## config.mk

```make
export PLATFORM = sky130hd
export DESIGN_NAME = ethernet_tx_framer
export DESIGN_NICKNAME = d
export VERILOG_FILES = /design/src/rtl/ethernet_tx_framer_pkg.sv /design/src/rtl/ethernet_crc32.sv /design/src/rtl/ethernet_tx_framer.sv
export SDC_FILE = /design/constraint.sdc
export NUM_CORES = 1
export LEC_CHECK = 0
export ABC_AREA = 1
export BUFFER_PORTS_ARGS = -buffer_cell sky130_fd_sc_hd__buf_2
export CAP_MARGIN = 20
export CORE_ASPECT_RATIO = 0.9
export CORE_MARGIN = 4
export CORE_UTILIZATION = 54
export DETAILED_ROUTE_END_ITERATION = 16
export MAX_ROUTING_LAYER = met4
export PLACE_DENSITY_LB_ADDON = 0.2
export SLEW_MARGIN = 5
export SYNTH_ARGS = -nofsm -noshare
export SYNTH_HDL_FRONTEND = slang
export SYNTH_SLANG_ARGS = --single-unit
```

## constraint.sdc

```tcl
create_clock -name clk_i -period 3.95 [get_ports clk_i]
set_input_delay 0.395 -clock clk_i [delete_from_list [all_inputs] [get_ports clk_i]]
set_output_delay 0.395 -clock clk_i [all_outputs]
set_load 0.01 [all_outputs]
```

## src/rtl/ethernet_tx_framer_pkg.sv

```systemverilog
// Shared Ethernet definitions: framer state encoding, framing constants and the
// byte-wide reflected CRC-32 step used by both the TX framer and the RX checker.
package ethernet_tx_framer_pkg;

    typedef enum logic [3:0] {
        IDLE, FETCH, LATCH, PREAMBLE, SFD, DEST, SRC, LEN,
        PAYLOAD, PAD, FCS, IFG, DRAIN
    } eth_tx_state_t;

    localparam logic [7:0]  ETH_PREAMBLE = 8'h55;
    localparam logic [7:0]  ETH_SFD      = 8'hD5;
    localparam logic [31:0] ETH_CRC_POLY = 32'hEDB88320;
    localparam logic [31:0] ETH_CRC_INIT = 32'hFFFFFFFF;

    function automatic logic [31:0] eth_crc32_byte(input logic [31:0] crc, input logic [7:0] data);
        logic [31:0] c;
        c = crc ^ {24'd0, data};
        for (int i = 0; i < 8; i++) begin
            c = c[0] ? ((c >> 1) ^ ETH_CRC_POLY) : (c >> 1);
        end
        return c;
    endfunction

endpackage

```

## src/rtl/ethernet_crc32.sv

```systemverilog
// Running CRC-32 (reflected, init all-ones), one byte per enabled cycle.
// crc_o is the registered remainder; clear_i has priority over enable_i.
module ethernet_crc32
    import ethernet_tx_framer_pkg::*;
(
    input  logic        clk_i,
    input  logic        rst_n_i,
    input  logic        clear_i,
    input  logic        enable_i,
    input  logic [7:0]  data_i,
    output logic [31:0] crc_o
);

    always_ff @(posedge clk_i or negedge rst_n_i) begin
        if (!rst_n_i) begin
            crc_o <= ETH_CRC_INIT;
        end else if (clear_i) begin
            crc_o <= ETH_CRC_INIT;
        end else if (enable_i) begin
            crc_o <= eth_crc32_byte(crc_o, data_i);
        end
    end

endmodule

```

## src/rtl/ethernet_tx_framer.sv

```systemverilog
// Byte-wide Ethernet TX framer: descriptor + payload in, preamble..FCS out, then IFG.
// First byte 3 cycles after data_ready_i; output register holds until tx_ready_i, no bubbles.
module ethernet_tx_framer
    import ethernet_tx_framer_pkg::*;
#(
    parameter logic [47:0] SOURCE_MAC     = 48'h02_00_00_00_00_00,
    parameter int          MAX_PAYLOAD    = 1500,
    parameter int          MIN_PAYLOAD    = 46,
    parameter int          PREAMBLE_BYTES = 7,
    parameter int          IFG_BYTES      = 12
) (
    input  logic            clk_i,
    input  logic            rst_n_i,
    input  logic            data_ready_i,
    input  logic [5:0][7:0] dest_address_i,
    input  logic [1:0][7:0] payload_length_i,
    input  logic [7:0]      payload_i,
    output logic            read_descriptor_o,
    output logic            read_payload_o,
    output logic            tx_idle_o,
    output logic [7:0]      tx_data_o,
    output logic            tx_valid_o,
    output logic            tx_last_o,
    input  logic            tx_ready_i,
    output logic            length_error_o
);

    localparam logic [5:0][7:0] SRC_OCT = SOURCE_MAC;
    localparam logic [15:0] MAX_LEN  = 16'(MAX_PAYLOAD);
    localparam logic [15:0] MIN_LEN  = 16'(MIN_PAYLOAD);
    localparam logic [15:0] PRE_LAST = 16'(PREAMBLE_BYTES - 1);
    localparam logic [15:0] IFG_LAST = 16'(IFG_BYTES - 1);

    eth_tx_state_t   state;
    logic [15:0]     cnt;
    logic [15:0]     len_q;
    logic [15:0]     req_cnt;
    logic [5:0][7:0] dest_q;

    logic [7:0]      skid_mem [2];
    logic            skid_wr;
    logic            skid_rd;
    logic [1:0]      skid_occ;
    logic            rd_pend;

    logic [31:0]     crc;
    logic [31:0]     crc_next;
    logic            fire;
    logic            pop;
    logic            bypass;
    logic            push;
    logic            issue;
    logic            crc_en;
    logic [7:0]      head;
    logic [2:0]      inflight;

    assign fire     = tx_valid_o & tx_ready_i;
    // An empty skid buffer forwards the byte arriving this cycle straight to the output.
    assign head     = (skid_occ != 2'd0) ? skid_mem[skid_rd] : payload_i;
    assign pop      = fire & (((state == LEN) & (cnt == 16'd1) & (len_q != 16'd0)) |
                              ((state == PAYLOAD) & (cnt != len_q - 16'd1)));
    assign bypass   = pop & (skid_occ == 2'd0);
    assign push     = rd_pend & ~bypass & (state != IDLE) & (state != DRAIN);
    assign inflight = {1'b0, skid_occ} + {2'b0, read_payload_o} + {2'b0, rd_pend};
    // Reads already issued or in flight count against the two skid slots, net of this cycle's pop.
    assign issue    = (state inside {DEST, SRC, LEN, PAYLOAD, DRAIN}) & (req_cnt < len_q) &
                      ((state == DRAIN) | (inflight < (3'd2 + {2'b0, pop})));
    assign crc_en   = fire & (state inside {DEST, SRC, LEN, PAYLOAD, PAD});
    assign crc_next = eth_crc32_byte(crc, tx_data_o);

    ethernet_crc32 u_crc (
        .clk_i    (clk_i),
        .rst_n_i  (rst_n_i),
        .clear_i  (state == LATCH),
        .enable_i (crc_en),
        .data_i   (tx_data_o),
        .crc_o    (crc)
    );

    always_ff @(posedge clk_i or negedge rst_n_i) begin
        if (!rst_n_i) begin
            skid_mem[0] <= 8'd0;
            skid_mem[1] <= 8'd0;
            skid_wr     <= 1'b0;
            skid_rd     <= 1'b0;
            skid_occ    <= 2'd0;
            rd_pend     <= 1'b0;
        end else begin
            rd_pend <= read_payload_o;
            if (state == LATCH) begin
                skid_wr  <= 1'b0;
                skid_rd  <= 1'b0;
                skid_occ <= 2'd0;
            end else begin
                if (push) begin
                    skid_mem[skid_wr] <= payload_i;
                    skid_wr           <= ~skid_wr;
                end
                if (pop & ~bypass) begin
                    skid_rd <= ~skid_rd;
                end
                skid_occ <= skid_occ + {1'b0, push} - {1'b0, pop & ~bypass};
            end
        end
    end

    always_ff @(posedge clk_i or negedge rst_n_i) begin
        if (!rst_n_i) begin
            state             <= IDLE;
            cnt               <= 16'd0;
            len_q             <= 16'd0;
            req_cnt           <= 16'd0;
            dest_q            <= '0;
            tx_idle_o         <= 1'b1;
            tx_data_o         <= 8'd0;
            tx_valid_o        <= 1'b0;
            tx_last_o         <= 1'b0;
            read_descriptor_o <= 1'b0;
            read_payload_o    <= 1'b0;
            length_error_o    <= 1'b0;
        end else begin
            read_descriptor_o <= 1'b0;
            length_error_o    <= 1'b0;
            read_payload_o    <= issue;
            req_cnt           <= req_cnt + {15'd0, issue};
            unique case (state)
                IDLE: if (data_ready_i) begin
                    state             <= FETCH;
                    tx_idle_o         <= 1'b0;
                    read_descriptor_o <= 1'b1;
                end
                FETCH: state <= LATCH;
                LATCH: begin
                    dest_q  <= dest_address_i;
                    len_q   <= payload_length_i;
                    req_cnt <= 16'd0;
                    cnt     <= 16'd0;
                    if (payload_length_i > MAX_LEN) begin
                        length_error_o <= 1'b1;
                        state          <= DRAIN;
                    end else begin
                        state      <= PREAMBLE;
                        tx_valid_o <= 1'b1;
                        tx_data_o  <= ETH_PREAMBLE;
                    end
                end
                PREAMBLE: if (fire) begin
                    if (cnt == PRE_LAST) begin
                        state     <= SFD;
                        cnt       <= 16'd0;
                        tx_data_o <= ETH_SFD;
                    end else begin
                        cnt <= cnt + 16'd1;
                    end
                end
                SFD: if (fire) begin
                    state     <= DEST;
                    tx_data_o <= dest_q[5];
                end
                DEST: if (fire) begin
                    if (cnt == 16'd5) begin
                        state     <= SRC;
                        cnt       <= 16'd0;
                        tx_data_o <= SRC_OCT[5];
                    end else begin
                        cnt       <= cnt + 16'd1;
                        tx_data_o <= dest_q[3'd4 - cnt[2:0]];
                    end
                end
                SRC: if (fire) begin
                    if (cnt == 16'd5) begin
                        state     <= LEN;
                        cnt       <= 16'd0;
                        tx_data_o <= len_q[15:8];
                    end else begin
                        cnt       <= cnt + 16'd1;
                        tx_data_o <= SRC_OCT[3'd4 - cnt[2:0]];
                    end
                end
                LEN: if (fire) begin
                    if (cnt == 16'd0) begin
                        cnt       <= 16'd1;
                        tx_data_o <= len_q[7:0];
                    end else begin
                        state     <= (len_q == 16'd0) ? PAD : PAYLOAD;
                        cnt       <= 16'd0;
                        tx_data_o <= (len_q == 16'd0) ? 8'd0 : head;
                    end
                end
                PAYLOAD: if (fire) begin
                    if (cnt == len_q - 16'd1) begin
                        if (len_q < MIN_LEN) begin
                            state     <= PAD;
                            cnt       <= len_q;
                            tx_data_o <= 8'd0;
                        end else begin
                            state     <= FCS;
                            cnt       <= 16'd0;
                            tx_data_o <= ~crc_next[7:0];
                        end
                    end else begin
                        cnt       <= cnt + 16'd1;
                        tx_data_o <= head;
                    end
                end
                PAD: if (fire) begin
                    if (cnt == MIN_LEN - 16'd1) begin
                        state     <= FCS;
                        cnt       <= 16'd0;
                        tx_data_o <= ~crc_next[7:0];
                    end else begin
                        cnt <= cnt + 16'd1;
                    end
                end
                // The remainder settles one cycle after the last covered byte, so bytes 1..3 read crc.
                FCS: if (fire) begin
                    cnt <= cnt + 16'd1;
                    case (cnt[1:0])
                        2'd0: tx_data_o <= ~crc[15:8];
                        2'd1: tx_data_o <= ~crc[23:16];
                        2'd2: begin
                            tx_data_o <= ~crc[31:24];
                            tx_last_o <= 1'b1;
                        end
                        default: begin
                            state      <= IFG;
                            cnt        <= 16'd0;
                            tx_valid_o <= 1'b0;
                            tx_last_o  <= 1'b0;
                            tx_data_o  <= 8'd0;
                        end
                    endcase
                end
                IFG: if (tx_ready_i) begin
                    if (cnt == IFG_LAST) begin
                        state     <= IDLE;
                        cnt       <= 16'd0;
                        tx_idle_o <= 1'b1;
                    end else begin
                        cnt <= cnt + 16'd1;
                    end
                end
                DRAIN: if (req_cnt == len_q) begin
                    state     <= IDLE;
                    tx_idle_o <= 1'b1;
                end
                default: state <= IDLE;
            endcase
        end
    end

endmodule

```

==> impl_metrics.toml, run 1 <==
[logic_synthesis]
synth_edf_count = 0
post-synth-top-count-cell = "nand2_1"
synth_fp_nets = 1585
yosys.area.top_type = "dfrtp_1"
synth_warnings = 0
yosysUniqueCellTypes = 55
synth_area_sq_um = 10900
avgSynthCellArea_sq_um = 7.36
synth_common_cells = "365 x nand2_1, 174 x inv_1, 134 x dfrtp_1"
ys_ff_latch = 167
netlist_instances = 1481
synth_ff_type = "dfrtp_1"
synth_top_area_share_pct = 30.8
async_flop_share_pct = 100
ys_top_cells_by_area = "dfrtp_1 31%, nand2_1 13%, dfstp_2 8.0%, o21ai_0 6.1%, inv_1 6.0%"
synth_seq_area_share_pct = 38.7

[clocking]
cts_tree = "yes"
htreeDepth = 4
cts_root_buf = "clkbuf_16"
clkSinkCount = 167
cts_made_buffers = 17
clk_pin_slew_ns = 0.08
post_cts_buffers = 0
clock_latency_ns = 0.45
cts_buffer_depth = 2

[global_routing]
grt_pass1_vias = 10000
overflow = 0
grt_pass1_wl_microns = 56000
grt_max_degree = 128
antenna_found_initial = 0
grt_usage_pct = 33.2

[timing]
rsz0062_at_grt = "false"
fin_crit_sh_pct = 89.6
drv_slew = 0
slew_headroom_pct = 41.5
worst_slew_pin_slew_ns = 0.874
finalHoldViolations = 0
fin_skew_ns = 0.0159
setup_viol = 0
tns_ns = 0
period_needed_ns = 3.54
fmax_ghz = 0.282

[detailed_routing]
routedWlPerCell_microns = 19.0
drtIter0Drc = 1227
viasPerCell = 5.66
first_pass_iters = 6
drc = 0
wl_microns = 35100
vias = 10400
ant_nets = 0

[power_and_ir_drop]
internal-power_w = 0.00511
leakage_nw = 6.03
ir_worst_vdd_mv = 0.628
clockPowerShare_pct = 17.6
combPwrFrac_pct = 53.8
swShare_pct = 49.3
power_density_nw_per_um2 = 813
seq_power_share_pct = 28.5
net-switching-power_w = 0.00496

[job]
drv_cap = 0

[min_path]
hold_path.class = "in2reg"

[place]
dp.cells = 1810
dp.final_hpwl_microns = 26500
numPortBuffers = 89
gp_congestion = 1.01

[floorplan]
initial_core_util_pct = 54.7
row_count = 49
die_h_microns = 143
ios = 90
die_w_microns = 158
die_area_sq_um = 22500
coreArea_sq_um = 19900

[final_layout]
drive_gt1_share_pct = 15.4
layout.cells.non_filler = 1844
antennaDiodeCount = 0
final_nets = 1680
syn_to_final_growth_pct = 13.6

[setup_path]
required_ns = 4.29
crit_path_max_fanout = 27
setup.worst_path.class = "reg2reg"
cp-end-kind = "flop"
r2r_setup_slack_ns = 0.41
crit_arrival_ns = 3.88
cp-start-kind = "flop"

[outcome]
status = "finished clean"
[area by class of cell]
type,instances,area [sq um]
Clock buffer,17,425
Fill cell,1793,7540
Sequential cell,167,4220
Multi-Input combinational cell,1076,5790
Inverter,198,743
Timing Repair Buffer,116,689
Tap cell,255,319
Clock inverter,15,200
[per-layer routing]
| metal | vias to the layer above | track usage [%] | routed length [microns] |
|---|---|---|---|
| met5 | - | - | 0 |
| met4 | 0 | 9.28 | 887 |
| met3 | 67 | 8.70 | 3210 |
| met2 | 468 | 46.5 | 15000 |
| met1 | 4875 | 47.7 | 16000 |
| li1 | 5025 | - | - |
[power by group through the flow]
stage,registers (W),clock network (W),logic (W)
floorplan,0.00272,0,0.00380
global placement,0.00285,0,0.00519
detailed placement,0.00287,0,0.00525
CTS,0.00285,0.00179,0.00529
global route,0.00294,0.00187,0.00602
finish,0.00287,0.00177,0.00542
[final timing paths]
kind / start / to / cells after the start
hold / removal: dest_address_i[28] / dest_q[28] / 3
setup reg to reg: cnt[0] / tx_data_o[7] / 14
min in group asynchronous: rst_n_i / dest_q[16] / 2
hold reg to reg: read_payload_o / rd_pend / 0
setup / recovery: cnt[0] / tx_data_o[7] / 14
max in group asynchronous: rst_n_i / tx_idle_o / 3
[registers in the layout, summed over array words and instances (netlist names), 2 cells and up]
name and count:
dest_q 48, u_crc.crc_o 32, cnt 16, len_q 16
req_cnt 16, skid_mem 16, tx_data_o 8, state 4
skid_occ 2
[critical path, stage by stage, from the launching register on]
cell and delay, ns:
dfrtp_1 0.44, buf_4 0.23, inv_2 0.05, buf_4 0.23, ha_1 0.39, xnor2_1 0.69, nor2_1 0.33, a21oi_1 0.30
nor2_1 0.13, a21oi_1 0.25, nand3_1 0.11, nor2_1 0.11, nand2_1 0.07, nand2_1 0.05, nand2_1 0.05
[through the flow]
stage	util (%)	hold WS [ns]	area, sq um	setup slack [ns]	power (W)
floorplan	-	0.0994	10900	0.571	0.00652
global placement	58.7	0.394	11700	0.175	0.00804
detailed placement	58.7	0.400	11700	0.0836	0.00812
CTS	61.9	0.142	12300	0.0595	0.00993
global route	62.1	0.144	12400	0.0454	0.0108
finish	62.1	0.154	12400	0.410	0.0101
[logic make-up after synthesis]
logic type / count (synthesis) / share of synthesized area [%]
compound gates: 312 / 16.2
xor+xnor: 100 / 8.21
fa+ha+maj: 28 / 3.28
buf+inv: 238 / 8.49
flops: 167 / 38.7
simple gates: 636 / 25.1
[placed cells by master, fill, tap and decap left out, types with 7 or more instances in the layout]
master	n
nand2_1	365
inv_1	173
dfrtp_1	134
o21ai_0	131
nor2_1	123
buf_2	88
a21oi_1	80
xor2_1	68
nand3_1	43
dfstp_2	33
xnor2_1	31
nor3_1	30
nand4_1	26
ha_1	26
o21ai_1	24
buf_4	24
o22ai_1	21
inv_2	20
clkbuf_16	17
o211ai_1	10
a22oi_1	10
nor2_2	9
or2_2	7
[repair_timing]
action                                  in CTS  in global routing
resized for setup                            0                  9
endpoints found under the setup margin       0                  7
hold endpoints to repair                    37                  0
hold buffers                                 1                  0
No activity file was read; power rests on OpenSTA's default activity.
==> inputs of run 2 (changes only) <==
CORE_UTILIZATION = 52   (was 54)
==> run 2 against run 1 <==
- the run now ends with hold timing left
- cell count is 1.4% higher
- register-to-register slack got worse by 0.03 ns
- first-iteration DRC count shrank 6.9%
- combinational power hardly changed
- global-route usage fell by 1.9 points
- worst setup slack got worse by 0.031 ns
- flip-flop and latch count is the same
- critical path type unchanged
- largest power group unchanged
- highest routed layer unchanged
==> impl_metrics.toml, run 2 (synthesized netlist as in run 1, its figures left out) <==
[outcome]
status = "complete, but fails checks"
violations = "hold timing"

[power_and_ir_drop]
power_density_nw_per_um2 = 812
ir_worst_vdd_mv = 0.386
total_power_w = 0.0101
leakage_nw = 6.03

[detailed_routing]
vias = 10500
ant_nets = 0
wl_microns = 35200
routedWlPerCell_microns = 18.8
drc = 0
viasPerCell = 5.64
drtIter0Drc = 1142
first_pass_iters = 8

[floorplan]
initial_core_util_pct = 53.7
die_area_sq_um = 23300
coreArea_sq_um = 20300
row_count = 49
ios = 90
die_h_microns = 145
die_w_microns = 161

[setup_path]
critPathMaxStageDelay_ns = 0.42
required_ns = 4.29
r2r_cells = 29
cp-end-kind = "flop"
cp-start-kind = "flop"
crit_path_start = "len_q[0]"
crit_path_max_fanout = 4
r2r_end = "req_cnt[12]"
worst_path_max_delay_cell = "dfrtp_1"
crit_top_cell = "nand2_1"
r2r_setup_slack_ns = 0.38
crit_arrival_ns = 3.91
setup.worst_path.class = "reg2reg"
worstReg2RegStart = "len_q[0]"

[clocking]
cts_root_buf = "clkbuf_16"
clock_latency_ns = 0.44
clk_pin_slew_ns = 0.08
clkSinkCount = 167
cts_buffer_depth = 2
htreeDepth = 4
cts_tree = "yes"
cts_made_buffers = 17

[place]
numPortBuffers = 89
gp_congestion = 1.03
dp.final_hpwl_microns = 26800

[timing]
setup_viol = 0
worst_slew_pin_slew_ns = 0.842
fin_skew_ns = 0.0139
drv_slew = 0
fin_crit_sh_pct = 90.4
whs_ns = -0.0116
slew_headroom_pct = 43.7
tns_ns = 0
period_needed_ns = 3.57
finalHoldViolations = 5
fmax_ghz = 0.280

[final_layout]
top_regs = "dest_q x48, u_crc.crc_o x32"
largest_reg_flops = 48
layout_common_cells = "365 x nand2_1, 172 x inv_1, 132 x o21ai_0, 132 x dfrtp_1, 122 x nor2_1"
final_nets = 1681
final_common_cell = "nand2_1"
antennaDiodeCount = 0
regArea_sq_um = 4220
top_register = "dest_q"
drive_gt1_share_pct = 15.7
syn_to_final_growth_pct = 14.1
multi_input_area_sq_um = 5800
fillCellCount = 1876

[global_routing]
grt_pass1_wl_microns = 56300
grt_usage_pct = 31.4
grt-busiest-layer = "met1"
grt_util_met1_pct = 46.0
grt_max_degree = 124
met2_usage_pct = 43.2
overflow = 0
grt_pass1_vias = 10200
antenna_found_initial = 0
use_met3_pct = 7.14

[min_path]
hold_path.class = "in2async"

[job]
drv_cap = 0
## run 2: worst max-delay path by stage
| stage | end | slack [ns] | cells past startpoint |
|---|---|---|---|
| 2_1_floorplan | req_cnt[12] | 0.57 | 29 |
| 3_3_place_gp | req_cnt[12] | 0.21 | 29 |
| 3_5_place_dp | req_cnt[12] | 0.05 | 29 |
| 4_1_cts | req_cnt[12] | 0.03 | 29 |
| 5_1_grt | req_cnt[12] | -0.04 | 29 |
| 6_report | req_cnt[12] | 0.38 | 29 |
## run 2: layer usage
metal / up-vias / wire length (microns)
met4: 0 / 1050
li1: 5035 / -
met2: 428 / 14800
met1: 5014 / 16400
met5: - / 0
met3: 69 / 3040
## run 2: area by class of cell
| cell class | count | area share, % |
|---|---|---|
| clock buffers | 17 | 3.42 |
| multi-input cells | 1076 | 46.7 |
| well taps | 280 | 2.82 |
| repair buffers | 117 | 5.48 |
| flip-flops and latches | 167 | 34.0 |
| clock inverters | 15 | 1.69 |
| inverters | 198 | 5.98 |
## run 2: metrics by stage
step | utilization (%) | std cells | cell area, sq um | hold WS, ns | setup slack [ns]
2_1_floorplan | - | 1481 | 10900 | 0.0994 | 0.571
6_report | 61.3 | 1870 | 12400 | -0.0116 | 0.379
4_1_cts | 60.8 | 1865 | 12300 | 0.0545 | 0.0266
5_1_grt | 61.3 | 1870 | 12400 | 0.0598 | -0.0371
3_3_place_gp | 57.7 | 1833 | 11700 | 0.432 | 0.210
3_5_place_dp | 57.7 | 1833 | 11700 | 0.414 | 0.0491
## run 2: power breakdown
part | internal, W | leakage, nW | switching, W
Sequential | 0.00237 | 2.06 | 0.000515
Combinational | 0.00183 | 3.67 | 0.00361
Clock | 0.000922 | 0.306 | 0.000854
## run 2: worst max-delay path, delay by kind of cell, from the launching register on
family,cells,cell delay [ns]
buffers and inverters,3,0.29
AOI/OAI and AO/OA,4,0.45
and+or+nand+nor,20,1.98
DFF,1,0.42
adders and majority gates,2,0.33
## run 2: what timing repair did
action / 4_1_cts / 5_1_grt
hold buffers: 0 / 0
setup buffers: 0 / 4
setup endpoints to repair: 0 / 8
resized for setup: 0 / 14
